$ cat src/rtl/grostl_shift_bytes_stream.sv
// Grostl ShiftBytes on a column stream: a ping-pong pair of state banks is filled
// one 64-bit column per cycle and drained with per-row cyclic column offsets.
module grostl_shift_bytes_stream #(
  parameter int COLS = 8,
  parameter int ROWS = 8
) (
  input  logic        clk,
  input  logic        reset,
  input  logic        in_valid,
  output logic        in_ready,
  input  logic [63:0] in_col,
  input  logic        in_mode,
  output logic        out_valid,
  input  logic        out_ready,
  output logic [63:0] out_col,
  output logic        out_first,
  output logic        out_last,
  output logic        out_mode
);

  localparam int CW = $clog2(COLS);

  if (!(COLS == 8 || COLS == 16)) begin : g_bad_cols
    $error("grostl_shift_bytes_stream: COLS must be 8 or 16");
  end

  logic [63:0]   r_bank [2][COLS];
  logic [1:0]    r_full;
  logic [1:0]    r_mode;
  logic          r_wr_bank;
  logic          r_rd_bank;
  logic [CW-1:0] r_wr_cnt;
  logic [CW-1:0] r_rd_cnt;

  logic          w_in_fire;
  logic          w_out_fire;
  logic [63:0]   w_out_col;

  // Row shift: P uses the row index, Q the odd/even interleave; the wide state
  // moves one row (P row 7, Q row 3) out to offset 11.
  function automatic logic [3:0] shift_of(input logic q, input int row);
    logic [3:0] s;
    s = 4'(row);
    if (q) s = (row < 4) ? 4'(2 * row + 1) : 4'(2 * (row - 4));
    if (COLS == 16 && q && row == 3) s = 4'd11;
    if (COLS == 16 && !q && row == 7) s = 4'd11;
    return s;
  endfunction

  assign in_ready   = !reset && !r_full[r_wr_bank];
  assign out_valid  = r_full[r_rd_bank];
  assign w_in_fire  = in_valid && in_ready;
  assign w_out_fire = out_valid && out_ready;

  // NOTE: bank storage carries no reset; the full flags alone decide whether
  // its contents are meaningful, so stale data is never observable.
  always_ff @(posedge clk) begin
    if (w_in_fire) r_bank[r_wr_bank][r_wr_cnt] <= in_col;
  end

  // NOTE: all state updates are non-blocking so every read in this block sees
  // the pre-edge value, which lets fill and drain touch different banks safely.
  always_ff @(posedge clk) begin
    if (reset) begin
      r_full    <= '0;
      r_mode    <= '0;
      r_wr_bank <= 1'b0;
      r_rd_bank <= 1'b0;
      r_wr_cnt  <= '0;
      r_rd_cnt  <= '0;
    end else begin
      if (w_in_fire) begin
        if (r_wr_cnt == '0) r_mode[r_wr_bank] <= in_mode;
        if (r_wr_cnt == CW'(COLS - 1)) begin
          r_full[r_wr_bank] <= 1'b1;
          r_wr_cnt          <= '0;
          r_wr_bank         <= ~r_wr_bank;
        end else begin
          r_wr_cnt <= r_wr_cnt + 1'b1;
        end
      end
      if (w_out_fire) begin
        if (r_rd_cnt == CW'(COLS - 1)) begin
          r_full[r_rd_bank] <= 1'b0;
          r_rd_cnt          <= '0;
          r_rd_bank         <= ~r_rd_bank;
        end else begin
          r_rd_cnt <= r_rd_cnt + 1'b1;
        end
      end
    end
  end

  // Column index wraps naturally because COLS is a power of two.
  always_comb begin
    w_out_col = '0;
    if (out_valid) begin
      for (int r = 0; r < ROWS; r++) begin
        w_out_col[63 - 8 * r -: 8] =
          r_bank[r_rd_bank][r_rd_cnt + CW'(shift_of(r_mode[r_rd_bank], r))][63 - 8 * r -: 8];
      end
    end
  end

  assign out_col   = w_out_col;
  assign out_first = out_valid && (r_rd_cnt == '0);
  assign out_last  = out_valid && (r_rd_cnt == CW'(COLS - 1));
  assign out_mode  = out_valid && r_mode[r_rd_bank];

endmodule
$ cat config.mk
export PLATFORM = sky130hd
export DESIGN_NAME = grostl_shift_bytes_stream
export DESIGN_NICKNAME = d
export VERILOG_FILES = /design/src/rtl/grostl_shift_bytes_stream.sv
export SDC_FILE = /design/constraint.sdc
export NUM_CORES = 1
export LEC_CHECK = 0
export BUFFER_PORTS_ARGS = -buffer_cell sky130_fd_sc_hd__buf_2
export CAP_MARGIN = 15
export CORE_ASPECT_RATIO = 0.9
export CORE_MARGIN = 4
export CORE_UTILIZATION = 40
export DETAILED_ROUTE_END_ITERATION = 12
export PLACE_DENSITY = 0.65
export SLEW_MARGIN = 10
export SYNTH_ARGS = -nofsm -noshare
export SYNTH_HDL_FRONTEND = slang
export SYNTH_SLANG_ARGS = --single-unit
$ cat constraint.sdc
create_clock -name clk -period 8.3 [get_ports clk]
set_input_delay 2.075 -clock clk [delete_from_list [all_inputs] [get_ports clk]]
set_output_delay 2.075 -clock clk [all_outputs]
set_load 0.005 [all_outputs]
Yosys cells after proc, flatten, opt, wreduce, memory -nomap -nowiden. Memory sizes are Yosys's and may differ from the RTL's. A register that Yosys moved wholly into a read port is not among the register bits. Cells that the tools add are included.

Add/sub/neg operators: 10. Eq/ne operators: 2. Reduce and logical (&&, ||, !) cells: 16. Multiplexer cells: 65. Order comparisons: 14. Bitwise gates (word level): 14.

Operators by type and width (number): binary-select mux 64 bit (select 3 bit) (8); two-way mux 512 bit (1); two-way mux 64 bit (4); demux 64 bit (select 3 bit) (1); two-way mux 56 bit (2); two-way mux 48 bit (2); two-way mux 40 bit (2); two-way mux 32 bit (2); two-way mux 24 bit (2); two-way mux 3 bit (14); >= comparator 4 bit, second input constant (9); NOT 3 -> 4 bit (9); two-way mux 16 bit (2); adder 3 bit (8); two-way mux 8 bit (2); two-way mux 2 bit (7); two-way mux 1 bit (13); logical AND 1 bit (9); adder 3 x 1 -> 3 bit, second input constant (2); == test 3 bit, second input constant (2); logical NOT 3 bit (2); AND reduction 2 bit (3); less-than comparator 1 x 2 -> 1 bit, second input constant (2); less-than comparator 4 x 1 -> 1 bit, second input constant (1); other kinds (8) (12).

Memory bits (writable): 1024. Flip-flop bits (word level): 12. Logic and storage cells: 128. Memories: 1. Output and inout port bits: 69. Input port bits: 69.

Memory list: r_bank (words 2, width 512, rd ports 1, clocked after memory_dff 1, wr ports 1, RTL line 27) `logic [63:0] r_bank [2][COLS];`.

Logic depth before layout (Yosys ltp). Gate-level depths: netlist of the first run.

Depth in word-level cells: 11. Gate-level depth with buffers: 12. Depth with buffers taken out: 9.

Worst setup path before layout of the first run. OpenSTA, ideal clock, no wires.

Kind: input -> register. Start: input reset. End: memory r_bank[0][448] (netlist name), enable pin. Stages: 5. Setup slack: 0.783 ns. Buffers on the path: 1. Arrival: 6.953 ns. Library setup time: 0.565 ns. Required time: 7.735 ns. Cell sequence: inv_1 and3_1 buf_2 nand3_1 nor3_1.

Cells in the longest elaborated chain, start to end: 5.

Ends and longest elaborated chain: start: declaration (RTL line 8) `input logic reset,`; logical NOT 1 bit (RTL line 50) `assign in_ready = !reset && !r_full[r_wr_bank];`; logical AND 1 bit (RTL line 50); logical AND 1 bit (RTL line 52) `assign w_in_fire = in_valid && in_ready;`; two-way mux 1 bit (RTL line 58) `if (w_in_fire) r_bank[r_wr_bank][r_wr_cnt] <= in_col;`; two-way mux 512 bit (not written as such) (RTL line 58); end: declaration (RTL line 27).

No other way between the ends.

Worst setup path in the final report of the first run.
Start: register r_rd_bank. End: output out_col[41].

Cells in the longest elaborated chain, start to end: 10. Elaborated cells on any way between the ends: 12. Classes of those cells: add/sub: 1; mux: 10; bitwise: 1.

Ends and longest elaborated chain: start: declaration (RTL line 31) `logic r_rd_bank;`; start signal: assignment (RTL line 86) `r_rd_bank <= ~r_rd_bank;`; two-way mux 1 bit (not written as such) (2 in series) (RTL line 100) `r_bank[r_rd_bank][r_rd_cnt + CW'(shift_of(r_mode[r_rd_bank], r))][63 - 8 * r -: 8];`; two-way mux 3 bit (RTL line 44) `if (q) s = (row < 4) ? 4'(2 * row + 1) : 4'(2 * (row - 4));`; two-way mux 3 bit (RTL line 97) `if (out_valid) begin`; adder 3 bit (RTL line 100); NOT 3 -> 4 bit (not written as such) (RTL line 100); binary-select mux 64 bit (select 3 bit) (RTL line 100); two-way mux 48 bit (not written as such) (2 in series) (RTL line 100); two-way mux 64 bit (*) (RTL line 97); end: declaration (RTL line 15) `output logic [63:0] out_col,`.

Mark *: on every way between the ends. The rest lies on a longest branch, timed or not. The select of a mux whose other input is x is not followed.

==> run_results.csv, run 1 <==
group,metric,value,unit
outcome,status,"completed",
drt,drc,0,
timing,period_needed,6615,ps
yosys,synthCells,1808,
finish,layout_commonest_cell,"edfxtp_1",
power_and_ir_drop,ir_drop,0.0001822,V
timing,finalSetupViolations,0,
clocking,cts_root_buf,"clkbuf_16",
finish,final_cell_mix,"1024 x edfxtp_1, 219 x mux4_2, 137 x buf_2",
clocking,clk_pin_slew,60,ps
clocking,cts.sinks,1037,
yosys,yosysUniqueCellTypes,47,
floorplanning,start_util,40.57,%
yosys,ys_seq_area_share,77.30,%
grt,overflow,0,
floorplanning,num_rows,109,
clocking,cts_buffer_depth,3,
floorplanning,die-area,105400,µm²
yosys,postSynthAreaPerCell,22.19,µm²
clocking,clkLatencyLatePin,680,ps
clocking,cts_hold_buf,0,
floorplanning,die_h,308.4,µm
drt,avgViaCountPerCell,5.564,
drt,drt_iter0_drc,1798,
floorplanning,die_w,341.8,µm
power_and_ir_drop,power_density,233.0,nW/µm²
setup_path,cp.required,6230,ps
placement,port_buffers,137,
timing,fin_crit_sh,79.70,%
finish,layoutNonFillerInstCount,3428,
yosys,synth-seq-cells,1037,
clocking,ctsResizeCount,0,
grt,grt_pass1_vias,19693,
floorplanning,io_pins,138,
finish,area_growth,14.29,%
drt,vias,19074,
setup_path,r2r_cells,5,
setup_path,arrival,4540,ps
clocking,numCtsBuffers,104,
timing,relSlewSlack,23.63,%
drt,wl_per_cell,26.97,µm
drt,postRouteAntennaNets,0,
placement,placed_cells,3230,
drt,drt_wl_total,92440,µm
yosys,synth_edf_count,1024,
timing,clock.fmax,151.2,MHz
floorplanning,coreArea,98880,µm²
timing,holdWs,542.5,ps
clocking,htree_levels,3,
finish,fin_nets,2088,
clocking,post_cts_buffers,0,
flow_run,drv_cap,0,
placement,pre_cts_ws,2398,ps
grt,grt_max_degree,83,
yosys,syn_nets,1892,
power_and_ir_drop,leakage,14.52,nW
min_path,holdPathStages,2,
finish,layout-drive-gt1-share,28.88,%
timing,finalHoldViolCount,0,
yosys,yosys_warnings,0,
setup_path,cp-start-kind,"register",
yosys,synth_area,40110,µm²
placement,placed_area,42440,µm²
placement,routabilityCongestion,0.7475,
grt,antenna_found_initial,23,
drt,drt-pass1-iter-count,5,
finish,post-route-cell-area,45850,µm²
timing,skew,29.12,ps
yosys,synthArstFlopShare,0,%
min_path,hp-class,"reg -> reg",
timing,tns,0,ps
timing,rsz0062_at_grt,"no",
setup_path,cp-end-kind,"primary output",
grt,grtUsageTotal,17.54,%
yosys,yosys_most_used_dff,"edfxtp_1",
timing,tightest_slew,1143,ps
timing,worst_slack,1685,ps
grt,grt_pass1_wl,134900,µm
placement,place_hpwl,48880,µm
setup_path,critPathKind,"reg -> out",
setup_path,crit_fanout,25,
clocking,cts_tree,"done",
timing,slew_viol_final,0,
-- path summary, 6_finish.rpt --
kind / start / endpoint / slack, ps
min: r_wr_cnt[1] / r_wr_cnt[1] / 540
max: r_rd_bank / out_col[41] / 1680
max reg2reg: r_wr_bank / r_bank[0][198] / 4660
min reg2reg: r_wr_cnt[1] / r_wr_cnt[1] / 540
-- kinds of logic after synthesis --
| family | count (synthesis) | share of synthesized area (%) |
|---|---|---|
| flip-flops | 1037 | 77.30 |
| multiplexers | 333 | 15.38 |
| AO/OA/AOI/OAI | 172 | 3.169 |
| AND/OR/NAND/NOR | 133 | 1.678 |
| buffers and inverters | 105 | 1.553 |
| adder cells (fa/ha/maj) | 15 | 0.5240 |
| XOR/XNOR | 13 | 0.3930 |
-- per-stage QoR --
stage | power, mW | util (%)
global placement | 6.164 | 42.92
floorplan | 6.061 | -
finish | 10.68 | 46.37
detailed placement | 6.179 | 42.92
global route | 11.04 | 46.35
CTS | 10.78 | 46.34
-- sequential cells by signal (all words and copies together), names as in the netlist, named ones only --
signal     flops
r_wr_bank      1
r_bank      1024
r_rd_bank      1
r_rd_cnt       3
r_mode         2
r_full         2
r_wr_cnt       3
-- power by group --
| part | total [mW] | leakage [nW] | internal [mW] | switching (mW) |
|---|---|---|---|---|
| Clock | 4.62 | 1.65 | 2.67 | 1.95 |
| Combinational | 0.284 | 3.54 | 0.104 | 0.180 |
| Sequential | 5.78 | 9.33 | 5.78 | 0.00616 |
| Total | 10.7 | 14.5 | 8.55 | 2.13 |
-- per-layer routing --
layer / part of all wire [%] / GRT usage [%] / vias to the layer above / routed length, µm
met5: 0.075 / 0 / - / 69
met2: 48 / 28.19 / 620 / 44490
met3: 7.4 / 4.127 / 154 / 6812
met4: 2.2 / 5.018 / 12 / 2078
met1: 42 / 24.14 / 10237 / 39000
li1: - / - / 8051 / -
-- critical path: stages (launching register included) --
cell and delay [ps]:
dfxtp_1 600, mux2i_4 480, inv_1 190, fa_2 1130, buf_4 500, mux2i_1 140
a22oi_1 240, a21oi_1 110, a211oi_2 270, buf_2 160
-- cells in the mapped netlist, types with 2 or more instances --
library cell	number	share of area, %
dfxtp_1	13	0.65
nand2b_1	11	0.17
nor2b_1	14	0.22
nand2_1	37	0.35
mux4_1	5	0.33
a22oi_1	80	1.5
a211oi_1	5	0.094
inv_2	4	0.037
mux2_1	2	0.056
or3_1	2	0.031
nand4b_1	2	0.044
xnor3_2	2	0.12
edfxtp_1	1024	77
buf_2	29	0.36
a211oi_2	11	0.34
and2_1	10	0.16
nor3_1	10	0.12
xor2_1	6	0.13
a21oi_1	46	0.57
clkbuf_1	20	0.19
nor3_2	2	0.050
o21ai_0	2	0.025
o22ai_1	16	0.25
a311oi_2	8	0.30
mux4_2	219	12
inv_1	7	0.066
nand3_1	8	0.10
and3_1	10	0.16
nor2_1	24	0.22
buf_1	13	0.12
ha_1	12	0.37
fa_1	3	0.15
mux2i_1	106	2.6
xnor2_1	4	0.087
buf_6	14	0.39
buf_4	16	0.30
-- area by class of cell --
class | instances | area, µm²
tap | 1332 | 1667
fill | 8042 | 53030
sequential | 1037 | 31020
clock buffer | 120 | 2684
multi-input combinational | 666 | 8631
inverter | 11 | 41.29
timing repair buffer | 184 | 1089
clock inverter | 70 | 698.2
antenna | 8 | 20.02
Note: power is estimated with default switching activity, not from simulation.
==> inputs of run 2 (changes only) <==
- clock period: 8.3 -> 6.1 ns (I/O delays scaled with it)
==> run_results.csv, run 2 (synthesized netlist as in run 1, its figures left out) <==
group,metric,value,unit
floorplanning,die-area,105400,µm²
setup_path,path_cells,"mux2i_4 > buf_4 > inv_1 > ha_2 > inv_1 > fa_2 > buf_12 > mux4_2 > mux2i_1 > a211oi_2 > buf_2",
grt,grt_pass1_vias,19602,
finish,fin_nets,2092,
min_path,hp-class,"reg -> reg",
timing,clock.fmax,178.0,MHz
setup_path,cp-end-kind,"primary output",
drt,wl_per_cell,26.57,µm
placement,placed_cells,3235,
finish,area_growth,14.50,%
finish,final_cell_mix,"1024 x edfxtp_1, 219 x mux4_2, 137 x buf_2",
placement,place_hpwl,49320,µm
min_path,min_to,"r_wr_cnt[1]",
setup_path,crit_fanout,30,
clocking,clkLatencyLatePin,650,ps
setup_path,critPathKind,"reg -> out",
clocking,htree_levels,3,
setup_path,arrival,4090,ps
setup_path,cp.required,4580,ps
setup_path,critPathMaxStageDelay,950,ps
setup_path,worstReg2RegStart,"r_wr_bank",
setup_path,r2r_end,"r_bank[1][287]",
power_and_ir_drop,power_density,314.5,nW/µm²
setup_path,cp-start-kind,"register",
finish,top_register,"r_bank",
finish,largest_reg_flops,1024,
timing,finalHoldViolCount,0,
timing,slew_viol_final,0,
min_path,min_from,"r_wr_cnt[1]",
floorplanning,num_rows,109,
setup_path,crit_family,"adder cells",
clocking,cts_tree,"done",
timing,fin_crit_sh,92.08,%
drt,vias,18923,
timing,skew,21.36,ps
finish,layout_commonest_cell,"edfxtp_1",
timing,relSlewSlack,30.24,%
setup_path,path_common_cell,"inv_1",
power_and_ir_drop,ir_drop,0.0002064,V
grt,grt_pass1_wl,133500,µm
floorplanning,io_pins,138,
grt,overflow,0,
drt,postRouteAntennaNets,0,
placement,routabilityCongestion,0.7169,
placement,port_buffers,137,
drt,drt_wl_total,91390,µm
timing,holdWs,544.9,ps
drt,drc,0,
clocking,cts_root_buf,"clkbuf_16",
timing,finalSetupViolations,0,
grt,grtUsageTotal,17.28,%
setup_path,crit_buf_inv,5,
setup_path,r2r_cells,5,
timing,rsz0062_at_grt,"no",
clocking,cts.sinks,1037,
finish,reg_top3,"r_bank x1024, r_rd_cnt x3, r_wr_cnt x3",
floorplanning,die_w,341.8,µm
clocking,numCtsBuffers,103,
grt,antenna_found_initial,19,
setup_path,worst_path_max_delay_cell,"fa_2",
timing,period_needed,5617,ps
power_and_ir_drop,leakage,14.52,nW
clocking,cts_buffer_depth,3,
finish,layout-drive-gt1-share,29.15,%
finish,post-route-cell-area,45930,µm²
clocking,cts_hold_buf,0,
timing,tightest_slew,1046,ps
floorplanning,die_h,308.4,µm
placement,placed_area,42550,µm²
grt,grt_max_degree,57,
finish,layoutNonFillerInstCount,3440,
outcome,status,"completed",
clocking,ctsResizeCount,0,
drt,drt-pass1-iter-count,7,
clocking,clk_pin_slew,60,ps
drt,avgViaCountPerCell,5.501,
timing,tns,0,ps
floorplanning,coreArea,98880,µm²
flow_run,drv_cap,0,
setup_path,r2r_slack,2550,ps
clocking,post_cts_buffers,0,
finish,final_util,46.45,%
drt,drt_iter0_drc,1751,
floorplanning,start_util,40.57,%
min_path,holdPathStages,2,
==> run 2: cell types whose count changed in the layout (fill, tap and decap cells not counted) <==
cell        delta
buf_12         +4
diode_2        +4
clkinv_4       +3
inv_16         -3
nor3_2         -3
nor3_4         +3
clkinv_2       +2
buf_4          +1
clkbuf_1       +1
clkbuf_8       +1
clkinv_1       -1
clkinv_16      -1
clkinvlp_4     +1
==> run 2: metal layers <==
layer | vias to the layer above | global-route usage (%) | routed length, µm
li1 | 8066 | - | -
met1 | 10092 | 23.68 | 38680
met2 | 630 | 28.30 | 44340
met3 | 125 | 4.114 | 6784
met4 | 10 | 4.011 | 1519
met5 | - | 0 | 62
==> run 2: area by class of cell <==
type	count	area, µm²
antenna	12	30.03
sequential	1037	31020
timing repair buffer	189	1176
multi-input combinational	666	8650
fill	8062	52950
inverter	11	41.29
tap	1332	1667
clock buffer	122	2701
clock inverter	71	648.1
==> run 2: metrics by stage <==
step	total power, mW	setup slack [ps]
2_1_floorplan	8.245	844.0
3_3_place_gp	8.392	1172
3_5_place_dp	8.409	1061
4_1_cts	14.58	370.8
5_1_grt	14.92	173.3
6_report	14.44	482.9
==> run 2: worst register-to-register path, delay by kind of cell, from the launching register on <==
kind / cells / cell delay (ps)
buffers and inverters: 1 / 500
flip-flops: 1 / 790
multiplexers: 1 / 390
AND/OR/NAND/NOR: 3 / 1530
==> run 2: worst max path at each step <==
| stage | startpoint | endpoint | slack, ps | cells past startpoint |
|---|---|---|---|---|
| 2_1_floorplan | reset | r_bank[1][192] | 840 | 5 |
| 3_3_place_gp | r_rd_bank | out_col[44] | 1170 | 11 |
| 3_5_place_dp | r_rd_bank | out_col[62] | 1060 | 9 |
| 4_1_cts | r_rd_bank | out_col[62] | 370 | 9 |
| 5_1_grt | r_rd_bank | out_col[57] | 170 | 9 |
| 6_report | r_rd_bank | out_col[41] | 480 | 11 |
==> run 2: power breakdown <==
part | switching, mW | total, mW | leakage, nW | internal (mW)
clock network | 2.56 | 6.19 | 1.64 | 3.63
registers | 0.00891 | 7.87 | 9.33 | 7.86
logic | 0.243 | 0.386 | 3.55 | 0.143
total | 2.81 | 14.4 | 14.5 | 11.6
